File: config.mk
export PLATFORM = sky130hd
export DESIGN_NAME = dsss_spreader
export DESIGN_NICKNAME = d
export VERILOG_FILES = /design/src/rtl/dsss_spreader.sv
export SDC_FILE = /design/constraint.sdc
export NUM_CORES = 1
export LEC_CHECK = 0
export ABC_AREA = 1
export BUFFER_PORTS_ARGS = -buffer_cell sky130_fd_sc_hd__clkbuf_2
export CORE_MARGIN = 1
export CORE_UTILIZATION = 55
export CTS_CLUSTER_DIAMETER = 150
export DETAILED_ROUTE_END_ITERATION = 6
export GPL_TIMING_DRIVEN = 0
export PLACE_DENSITY = 0.77
export SLEW_MARGIN = 20
export SYNTH_ARGS = -nofsm -noshare
export SYNTH_HDL_FRONTEND = slang
export SYNTH_SLANG_ARGS = --single-unit
File: constraint.sdc
create_clock -name clk -period 1.6 [get_ports clk]
set_input_delay 0.16 -clock clk [delete_from_list [all_inputs] [get_ports clk]]
set_output_delay 0.16 -clock clk [all_outputs]
set_load 0.02 [all_outputs]
File: src/rtl/dsss_spreader.sv
// DSSS spreader: one data bit per 31-chip PN period (x^5+x^2+1), 8 samples per chip.
// Define DSSS_DIFF_EN to differentially encode accepted bits before spreading.
`timescale 1ns/1ps
module dsss_spreader #(
  parameter int unsigned SPS     = 8,
  parameter logic [4:0]  PN_SEED = 5'b11111
) (
  input  logic       clk,
  input  logic       rst,
  input  logic       en,
  input  logic       din,
  input  logic       din_valid,
  output logic       din_ready,
  output logic       chip_out,
  output logic       pn_out,
  output logic [7:0] addr_out,
  output logic       epoch,
  output logic       sym_active,
  output logic       underflow
);

  localparam int unsigned CHIPS    = 31;
  localparam int unsigned IDX_W    = 8;
  localparam int unsigned LFSR_W   = 5;
  localparam int unsigned IDX_LAST = CHIPS * SPS - 1;

  typedef enum logic {
    PER_IDLE,
    PER_ACTIVE
  } per_state_e;

  per_state_e        state_q, state_d;
  logic [IDX_W-1:0]  idx_q;
  logic [LFSR_W-1:0] lfsr_q;
  logic              tx_q;
  logic              last_sample;
  logic              chip_step;
  logic              accept;
  logic              tx_bit_new;
  logic              active;

`ifdef DSSS_DIFF_EN
  logic prev_q;

  // Differential reference only moves on accepted bits; idle periods leave it alone.
  always_ff @(posedge clk or negedge rst) begin
    if (!rst) begin
      prev_q <= 1'b0;
    end else if (accept) begin
      prev_q <= tx_bit_new;
    end
  end

  assign tx_bit_new = din ^ prev_q;
`else
  assign tx_bit_new = din;
`endif

  // Period handshake and next-period state decision.
  always_comb begin
    state_d     = state_q;
    last_sample = (idx_q == IDX_W'(IDX_LAST));
    chip_step   = (idx_q[2:0] == 3'(SPS - 1));
    din_ready   = rst & en & last_sample;
    accept      = din_ready & din_valid;
    active      = (state_q == PER_ACTIVE);
    if (en && last_sample) begin
      state_d = accept ? PER_ACTIVE : PER_IDLE;
    end
  end

  always_ff @(posedge clk or negedge rst) begin
    if (!rst) begin
      state_q <= PER_IDLE;
    end else begin
      state_q <= state_d;
    end
  end

  // Sample index, PN generator and held data bit.
  always_ff @(posedge clk or negedge rst) begin
    if (!rst) begin
      idx_q  <= '0;
      lfsr_q <= PN_SEED;
      tx_q   <= 1'b0;
    end else if (en) begin
      idx_q <= last_sample ? '0 : idx_q + IDX_W'(1);
      if (last_sample) begin
        lfsr_q <= PN_SEED;
      end else if (chip_step) begin
        lfsr_q <= {lfsr_q[0] ^ lfsr_q[2], lfsr_q[4:1]};
      end
      if (accept) begin
        tx_q <= tx_bit_new;
      end
    end
  end

  // Output stage: one sample of latency, frozen while en is low except the pulses.
  always_ff @(posedge clk or negedge rst) begin
    if (!rst) begin
      chip_out   <= 1'b0;
      pn_out     <= 1'b0;
      addr_out   <= '0;
      epoch      <= 1'b0;
      sym_active <= 1'b0;
      underflow  <= 1'b0;
    end else if (en) begin
      chip_out   <= active & (lfsr_q[0] ^ tx_q);
      pn_out     <= lfsr_q[0];
      addr_out   <= idx_q;
      epoch      <= (idx_q == '0);
      sym_active <= active;
      underflow  <= (idx_q == '0) & ~active;
    end else begin
      epoch     <= 1'b0;
      underflow <= 1'b0;
    end
  end

endmodule

==> flow_summary.toml, run 1 <==
[run_status]
status = "complete, no violations"

[routing]
totalWireLength_um = 2830
dr.pass1.iters = 4
drt_iter0_markers = 23
post-route-drc-count = 0
ant_nets = 0
num_vias = 1082
post_drt_via_cell_ratio = 5.41
wire_per_inst_um = 14.1

[hold_path]
hold_class = "primary input to flop"

[placed_design]
io_buffers = 17
gp_congestion = 0.810
dp_slack_ps = 128
place_area_mm2 = 0.00140
dp_hpwl_um = 1870
post-place-cells = 184

[finish]
final_util_pct = 70.2
fin_nets = 181
area_growth_pct = 21.1
final_area_mm2 = 0.00155
nFillCells = 157
fin_cells = 200
insertedDiodeCount = 0
drive_gt1_share_pct = 33.1

[yosys]
synth_commonest_cells = "38 x nand2_1, 23 x dfrtp_1, 14 x nor2_1"
ys_seq_area_share_pct = 55.1
synth_cells = 139
synth.area.top_cells = "dfrtp_1 45%, nand2_1 11%, dfstp_2 10%, o21ai_0 4.7%, nor2_1 4.1%"
synth_top_area_share_pct = 44.9
synth_flop_cell = "dfrtp_1"
yosysMostFrequentCell = "nand2_1"
syn_avg_cell_area_um2 = 9.23
synthesis.area_mm2 = 0.00128
syn_nets = 147
synth_cell_types = 21
synth-edff-count = 0
ys_ff_latch = 28
ys_warn_count = 0
async_flop_share_pct = 100
synth_top_area_cell = "dfrtp_1"

[power]
power_leakage_nw = 0.843
pwr-share-clk_pct = 15.6
p_sw_mw = 0.844
ir_drop_uv = 840
power_mw = 2.24
power.density_mw_per_mm2 = 1440
seqPwrFrac_pct = 51.3
combPwrFrac_pct = 33.1
swShare_pct = 37.7
p_int_mw = 1.39

[clock_tree]
clock_latency_ps = 330
clkTransAtPathRegs_ps = 150
clock_path_buffers = 2
htreeDepth = 1
cts_buffers = 3
cts_root_buf = "clkbuf_4"
clock-sinks = 28
cts_tree = "yes"

[sta]
fmax_mhz = 638
finalCritPeriodShare_pct = 98.0
drv_slew = 0
relSlewSlack_pct = 65.3
min_period_ps = 1570
hold_viol = 0
tightest_slew_ps = 520
fin_ws_ps = 32.0
holdWs_ps = 27.1
skew_ps = 10.4
finalSetupViolations = 0
final.setup.tns_ps = 0
grt_setup_unrepaired = "yes"

[global_route]
overflow = 0
grt_pass1_wl_um = 4710
grt_pass1_vias = 1011
gr-usage-met1_pct = 32.3
grt_util_met3_pct = 3.03
antenna_found_initial = 0
grt_max_degree = 24
track_usage_pct = 25.4
busiest_layer = "met2"
grt_use_met2_pct = 43.1

[floorplan]
fp.dieW_um = 50.3
io_pins = 19
rows = 17
die_area_mm2 = 0.00253
core_mm2 = 0.00221
die_h_um = 50.3
floorplan.initialDensity_pct = 58.0

[critical_path]
cp.arrival_ps = 1410
cp_max_fo = 2
startpoint_type = "flop"
cp_data_required_time_ps = 1440
end_kind = "output port"
critical_path_class = "flop to output port"

[run]
cap_violations = 0
power groups by stage:
stage | sequential [mW] | combinational (mW) | clock [mW]
finish | 1.15 | 0.740 | 0.349
global route | 1.18 | 0.835 | 0.373
CTS | 1.14 | 0.690 | 0.357
global placement | 1.13 | 0.613 | 0
detailed placement | 1.16 | 0.650 | 0
floorplan | 1.20 | 0.376 | 0
kinds of logic after synthesis:
| kind of cell | count (synthesis) | share of synthesized area (%) |
|---|---|---|
| fa+ha+maj | 3 | 2.93 |
| flops | 28 | 55.1 |
| xor+xnor | 2 | 1.37 |
| compound gates | 19 | 9.17 |
| simple gates | 72 | 26.0 |
| buf+inv | 15 | 5.46 |
worst paths after layout:
check,start,depth (start not counted),endpoint,slack [ps]
setup / recovery,idx_q[0]$_DFFE_PN0P_,6,din_ready,30
hold reg to reg,sym_active$_DFFE_PN0P_,2,sym_active$_DFFE_PN0P_,500
min in group asynchronous,rst,3,addr_out[5]$_DFFE_PN0P_,470
setup reg to reg,idx_q[0]$_DFFE_PN0P_,9,idx_q[6]$_DFFE_PN0P_,160
hold / removal,din,3,tx_q$_DFFE_PN0P_,30
max in group asynchronous,rst,3,lfsr_q[4]$_DFFE_PN1P_,490
critical path: stages, from the launching register on:
cell,delay [ps]
dfrtp_1,390
ha_2,200
nand2_2,70
nor2_4,120
nand2_4,70
nor2_4,110
buf_8,120
state kept, by name, indices dropped and copies added (netlist names):
| signal | cells |
|---|---|
| active | 1 |
| addr_out | 8 |
| chip_out | 1 |
| epoch | 1 |
| idx_q | 8 |
| lfsr_q | 5 |
| pn_out | 1 |
| sym_active | 1 |
| tx_q | 1 |
| underflow | 1 |
layer usage:
layer | wire, um | part of all wire, % | up-vias
met1 | 1240 | 44 | 520
li1 | - | - | 511
met5 | 0 | 0 | -
met4 | 87 | 3.1 | 0
met3 | 122 | 4.3 | 11
met2 | 1380 | 49 | 40
placed cells by master, fill, tap and decap left out, types with 2 or more instances in the layout:
cell type / instances
nand2_1: 37
dfrtp_1: 22
clkbuf_2: 16
nor2_1: 14
o21ai_0: 12
inv_1: 10
buf_4: 10
nand3_1: 7
nand2_2: 5
dfstp_2: 5
a21oi_1: 4
nor2_4: 3
buf_2: 3
o211ai_2: 3
clkbuf_4: 3
nand4_1: 2
nand3_2: 2
ha_1: 2
dlygate4sd3_1: 2
repair_timing:
action | 4_1_cts | 5_1_grt
buffers inserted | 4 | 5
gates resized for setup | 5 | 2
hold buffers | 2 | 1
pin swaps | 2 | 2
endpoints found under the setup margin | 1 | 1
hold endpoints to repair | 23 | 23
area by class of cell:
class                           count  area, um^2  share of cell area, %
Timing Repair Buffer               29         188                   12.1
Buffer                              4        28.8                   1.85
Inverter                           11        41.3                   2.66
Tap cell                           28        35.0                   2.26
Sequential cell                    28         708                   45.6
Clock buffer                        4        36.3                   2.34
Multi-Input combinational cell     96         515                   33.2
Power figures use the tool's default switching activity.
==> run 2, diff against run 1 <==
Settings changed: CORE_UTILIZATION 55 to 49, PLACE_DENSITY 0.77 to 0.73, REMOVE_ABC_BUFFERS from default to 1.
Clock period 1.6 ns to 1.41 ns, I/O delays scaled along.
==> run 2 against run 1 <==
  * The run now ends with setup timing left
  * Sequential cell count stayed put
  * Global-route usage is 5.4 points lower
  * Routed wire length shrank 7.8%
  * Count of clock-buffer cells in the layout stayed put
  * Sequential share of layout area up 0.89 points
  * Worst setup slack got worse by 210 ps
  * Final area shrank 2.1%
  * Non-clock buffer count shrank 5
  * Cell count decreased by 1.5%
  * Power is 8.5% higher
  * Via count fell by 7.8%
  * Clock skew decreased by 2.4 ps
  * Critical endpoint unchanged
==> flow_summary.toml, run 2 (synthesis gave the netlist of run 1 again) <==
[critical_path]
startpoint_type = "flop"
critical_path_class = "flop to output port"
path_cells = "ha_4 > nand2_4 > nor2_4 > nand2_4 > nor2_4 > buf_8"
r2r-start = "idx_q[0]$_DFFE_PN0P_"
cp_max_fo = 2
end_kind = "output port"
critPathMaxStageDelay_ps = 440
cp.arrival_ps = 1450
critical_path.startpoint = "idx_q[0]$_DFFE_PN0P_"
cp_data_required_time_ps = 1270
slowest_stage = "dfrtp_1"

[routing]
num_vias = 998
post-route-drc-count = 0
drt_iter0_markers = 18
post_drt_via_cell_ratio = 5.07
totalWireLength_um = 2610
wire_per_inst_um = 13.2
dr.pass1.iters = 4
ant_nets = 0

[power]
ir_drop_uv = 1150
p_int_mw = 1.52
combPwrFrac_pct = 32.8
pwr-share-clk_pct = 13.6
seqPwrFrac_pct = 53.6
power.density_mw_per_mm2 = 1600
swShare_pct = 37.5
p_sw_mw = 0.911
power_mw = 2.43
power_leakage_nw = 0.824

[clock_tree]
cts_root_buf = "clkbuf_4"
cts_tree = "yes"
clock_latency_ps = 310
clkTransAtPathRegs_ps = 150
htreeDepth = 1
clock-sinks = 28
clock_path_buffers = 2
cts_buffers = 3

[global_route]
antenna_found_initial = 0
overflow = 0
track_usage_pct = 20.0
grt_pass1_wl_um = 4020
grt_max_degree = 24
grt_pass1_vias = 947

[finish]
area_growth_pct = 18.5
final_util_pct = 61.4
insertedDiodeCount = 0
fin_nets = 176
top_regs = "addr_out (8), idx_q (8), lfsr_q (5)"
mostFrequentLayoutCells = "37 x nand2_1, 23 x dfrtp_1, 17 x clkbuf_2"
drive_gt1_share_pct = 29.9
final_area_mm2 = 0.00152
final_common_cell = "nand2_1"

[floorplan]
io_pins = 19
die_h_um = 53.2
die_area_mm2 = 0.00283
core_mm2 = 0.00248
rows = 18
fp.dieW_um = 53.2
floorplan.initialDensity_pct = 51.8

[run]
cap_violations = 0

[sta]
finalSetupViolations = 13
fin_ws_ps = -177
relSlewSlack_pct = 66.8
finalCritPeriodShare_pct = 113
tightest_slew_ps = 498
grt_setup_unrepaired = "yes"
fmax_mhz = 630
final.setup.tns_ps = -932
hold_viol = 0
skew_ps = 8.02
drv_slew = 0
min_period_ps = 1590

[hold_path]
hold_class = "primary input to flop"
worstHoldStart = "din"

[run_status]
status = "complete, but fails checks"
violations = "setup timing"

[placed_design]
dp_hpwl_um = 1620
io_buffers = 18
gp_congestion = 0.797
place_area_mm2 = 0.00138
[run 2: cell count changes in the layout (fill, tap and decap cells not counted), sizes merged]
cell | previous run | this run
clkbuf | 20 | 21
buf | 15 | 9
[run 2: power by group through the flow]
stage,Clock (mW),Combinational (mW),Sequential (mW)
floorplan,0,0.417,1.37
global placement,0,0.686,1.28
detailed placement,0,0.713,1.30
CTS,0.340,0.765,1.28
global route,0.376,0.883,1.34
finish,0.330,0.796,1.30
[run 2: final timing paths]
| kind | end | slack (ps) | depth (start not counted) |
|---|---|---|---|
| max reg2reg | lfsr_q[3]$_DFFE_PN1P_ | -120 | 8 |
| min | tx_q$_DFFE_PN0P_ | 70 | 3 |
| min in group asynchronous | underflow$_DFF_PN0_ | 450 | 3 |
| min reg2reg | addr_out[3]$_DFFE_PN0P_ | 490 | 2 |
| max in group asynchronous | lfsr_q[2]$_DFFE_PN1P_ | 300 | 3 |
| max | din_ready | -180 | 6 |
[run 2: cell type report]
cell class,instances,area (um^2)
Fill cell,215,957
Sequential cell,28,707
Multi-Input combinational cell,96,531
Timing Repair Buffer,28,178
Inverter,11,41.3
Tap cell,30,37.5
Clock buffer,4,26.3
[run 2: critical path: cells and delay by family (launching register included)]
family	cells	cell delay, ps
buffers and inverters	1	120
and+or+nand+nor	4	390
adders and majority gates	1	180
DFF	1	440
[run 2: routing by layer]
layer	part of all wire [%]	vias to the layer above	global-route usage, %
li1	-	503	-
met1	42	469	23.9
met2	53	22	34.2
met3	3.5	4	4.31
met5	0	-	0
met4	1.7	0	8.77
[run 2: through the flow]
step,std cells,hold slack [ps],setup slack [ps]
global placement,183,207,7.25
floorplan,135,-155,223
finish,197,71.8,-177
global route,197,52.7,-255
detailed placement,183,213,-9.26
CTS,193,43.1,-189
[run 2: repair_timing]
item,4_1_cts,5_1_grt
setup endpoints to repair,1,12
gates resized for setup,5,3
setup buffers,4,3
hold buffers,2,1
hold endpoints to repair,23,23
pin swaps,2,3
==> run 3, diff against run 2 <==
Settings changed: MAX_ROUTING_LAYER from default to met4.
==> run 3 against run 2 <==
  * The run still ends with setup timing left
  * Global-route usage is 0.52 points higher
  * Critical path depth unchanged
  * First-iteration DRC count stayed put
  * Register-to-register slack hardly changed
  * Non-clock buffer count unchanged
  * Clock skew is essentially flat
  * Sequential power about the same
  * Cell count unchanged
  * Worst setup slack gained 0.70 ps
  * Largest cell class unchanged
  * Largest power group unchanged
==> flow_summary.toml, run 3 (synthesis gave the netlist of run 1 again) <==
[critical_path]
critical_path_class = "flop to output port"
cp_max_fo = 2
reg2reg_to = "lfsr_q[3]$_DFFE_PN1P_"
r2r-start = "idx_q[0]$_DFFE_PN0P_"
startpoint_type = "flop"
cp.arrival_ps = 1440
rrSetupSlack_ps = -110
cp_data_required_time_ps = 1270
end_kind = "output port"
r2r_cells = 8

[sta]
finalSetupViolations = 13
min_period_ps = 1590
fin_ws_ps = -176
finalCritPeriodShare_pct = 112
relSlewSlack_pct = 66.8
skew_ps = 8.10
fmax_mhz = 631
hold_viol = 0
tightest_slew_ps = 497
grt_setup_unrepaired = "yes"
holdWs_ps = 71.9
drv_slew = 0

[power]
pwr-share-clk_pct = 13.6
power.density_mw_per_mm2 = 1600
combPwrFrac_pct = 32.8
power_leakage_nw = 0.824
p_sw_mw = 0.911
swShare_pct = 37.5
seqPwrFrac_pct = 53.6
ir_drop_uv = 1150
p_int_mw = 1.52

[finish]
drive_gt1_share_pct = 29.9
final_area_mm2 = 0.00152
fin_nets = 176
area_growth_pct = 18.5
mostFrequentLayoutCells = "37 x nand2_1, 23 x dfrtp_1, 17 x clkbuf_2"
insertedDiodeCount = 0
top_regs = "addr_out (8), idx_q (8), lfsr_q (5)"
final_common_cell = "nand2_1"

[hold_path]
hold_end = "tx_q$_DFFE_PN0P_"
hold_class = "primary input to flop"
whs_path_depth = 3
worstHoldStart = "din"

[global_route]
overflow = 0
grt_pass1_wl_um = 4020
grt_max_degree = 24
antenna_found_initial = 0
track_usage_pct = 20.5
grt_pass1_vias = 946

[clock_tree]
clkTransAtPathRegs_ps = 150
cts_tree = "yes"
clock-sinks = 28
cts_buffers = 3
htreeDepth = 1
cts_root_buf = "clkbuf_4"
clock_latency_ps = 310
clock_path_buffers = 2

[placed_design]
place_area_mm2 = 0.00138
gp_congestion = 0.808
dp_hpwl_um = 1620
io_buffers = 18

[floorplan]
fp.dieW_um = 53.2
rows = 18
die_area_mm2 = 0.00283
floorplan.initialDensity_pct = 51.8
io_pins = 19
die_h_um = 53.2
core_mm2 = 0.00248

[routing]
wire_per_inst_um = 13.2
post_drt_via_cell_ratio = 5.06
dr.pass1.iters = 4
post-route-drc-count = 0
num_vias = 997
drt_iter0_markers = 18
ant_nets = 0
totalWireLength_um = 2610

[run]
cap_violations = 0

[run_status]
violations = "setup timing"
status = "complete, but fails checks"
[run 3: cell counts in the layout (fill, tap and decap cells not counted)]
Identical to the previous run, type by type.
[run 3: worst max-delay path by stage]
stage	start	slack, ps	cells after the start	end
after floorplan	idx_q[0]$_DFFE_PN0P_	220	6	idx_q[3]$_DFFE_PN0P_
after global placement	rst	7	4	din_ready
after detailed placement	rst	-9	4	din_ready
after CTS	idx_q[1]$_DFFE_PN0P_	-190	6	din_ready
after global routing	idx_q[1]$_DFFE_PN0P_	-260	6	din_ready
final	idx_q[0]$_DFFE_PN0P_	-180	6	din_ready
[run 3: routing by layer]
| metal | GRT usage, % | vias up | routed length (um) |
|---|---|---|---|
| met2 | 34.2 | 20 | 1380 |
| met1 | 23.9 | 470 | 1100 |
| met3 | 4.31 | 4 | 84 |
| li1 | - | 503 | - |
| met4 | 8.77 | 0 | 45 |
| met5 | - | - | 0 |
[run 3: power by group through the flow]
stage	Sequential, mW	Clock [mW]	Combinational [mW]
3_3_place_gp	1.28	0	0.686
5_1_grt	1.34	0.376	0.883
3_5_place_dp	1.30	0	0.713
2_1_floorplan	1.37	0	0.417
6_report	1.30	0.330	0.796
4_1_cts	1.28	0.340	0.765
[run 3: layout make-up]
| type | count | area [um^2] |
|---|---|---|
| inverters | 11 | 41.3 |
| fillers | 215 | 957 |
| multi-input cells | 96 | 531 |
| well taps | 30 | 37.5 |
| flip-flops and latches | 28 | 707 |
| clock buffers | 4 | 26.3 |
| repair buffers | 28 | 178 |
[run 3: metrics by stage]
step / instances / worst slack [ps] / power (mW) / TNS [ps] / utilization (%)
6_report: 197 / -176 / 2.43 / -924 / 61.4
5_1_grt: 197 / -255 / 2.60 / -1990 / 61.4
4_1_cts: 193 / -189 / 2.39 / -401 / 59.6
3_5_place_dp: 183 / -9.26 / 2.01 / -9.26 / 55.8
3_3_place_gp: 183 / 7.25 / 1.97 / 0 / 55.8
2_1_floorplan: 135 / 223 / 1.78 / 0 / -
[run 3: critical path, cell delays in order, from the launching register on]
cell and delay [ps]:
dfrtp_1 440, ha_4 180, nand2_4 60, nor2_4 120
nand2_4 70, nor2_4 140, buf_8 120
[run 3: repair_timing]
action	4_1_cts	5_1_grt
hold buffers	2	1
gates resized for setup	5	3
endpoints found under the hold margin	23	23
pin swaps	2	3
setup endpoints to repair	1	12
buffers inserted	4	3
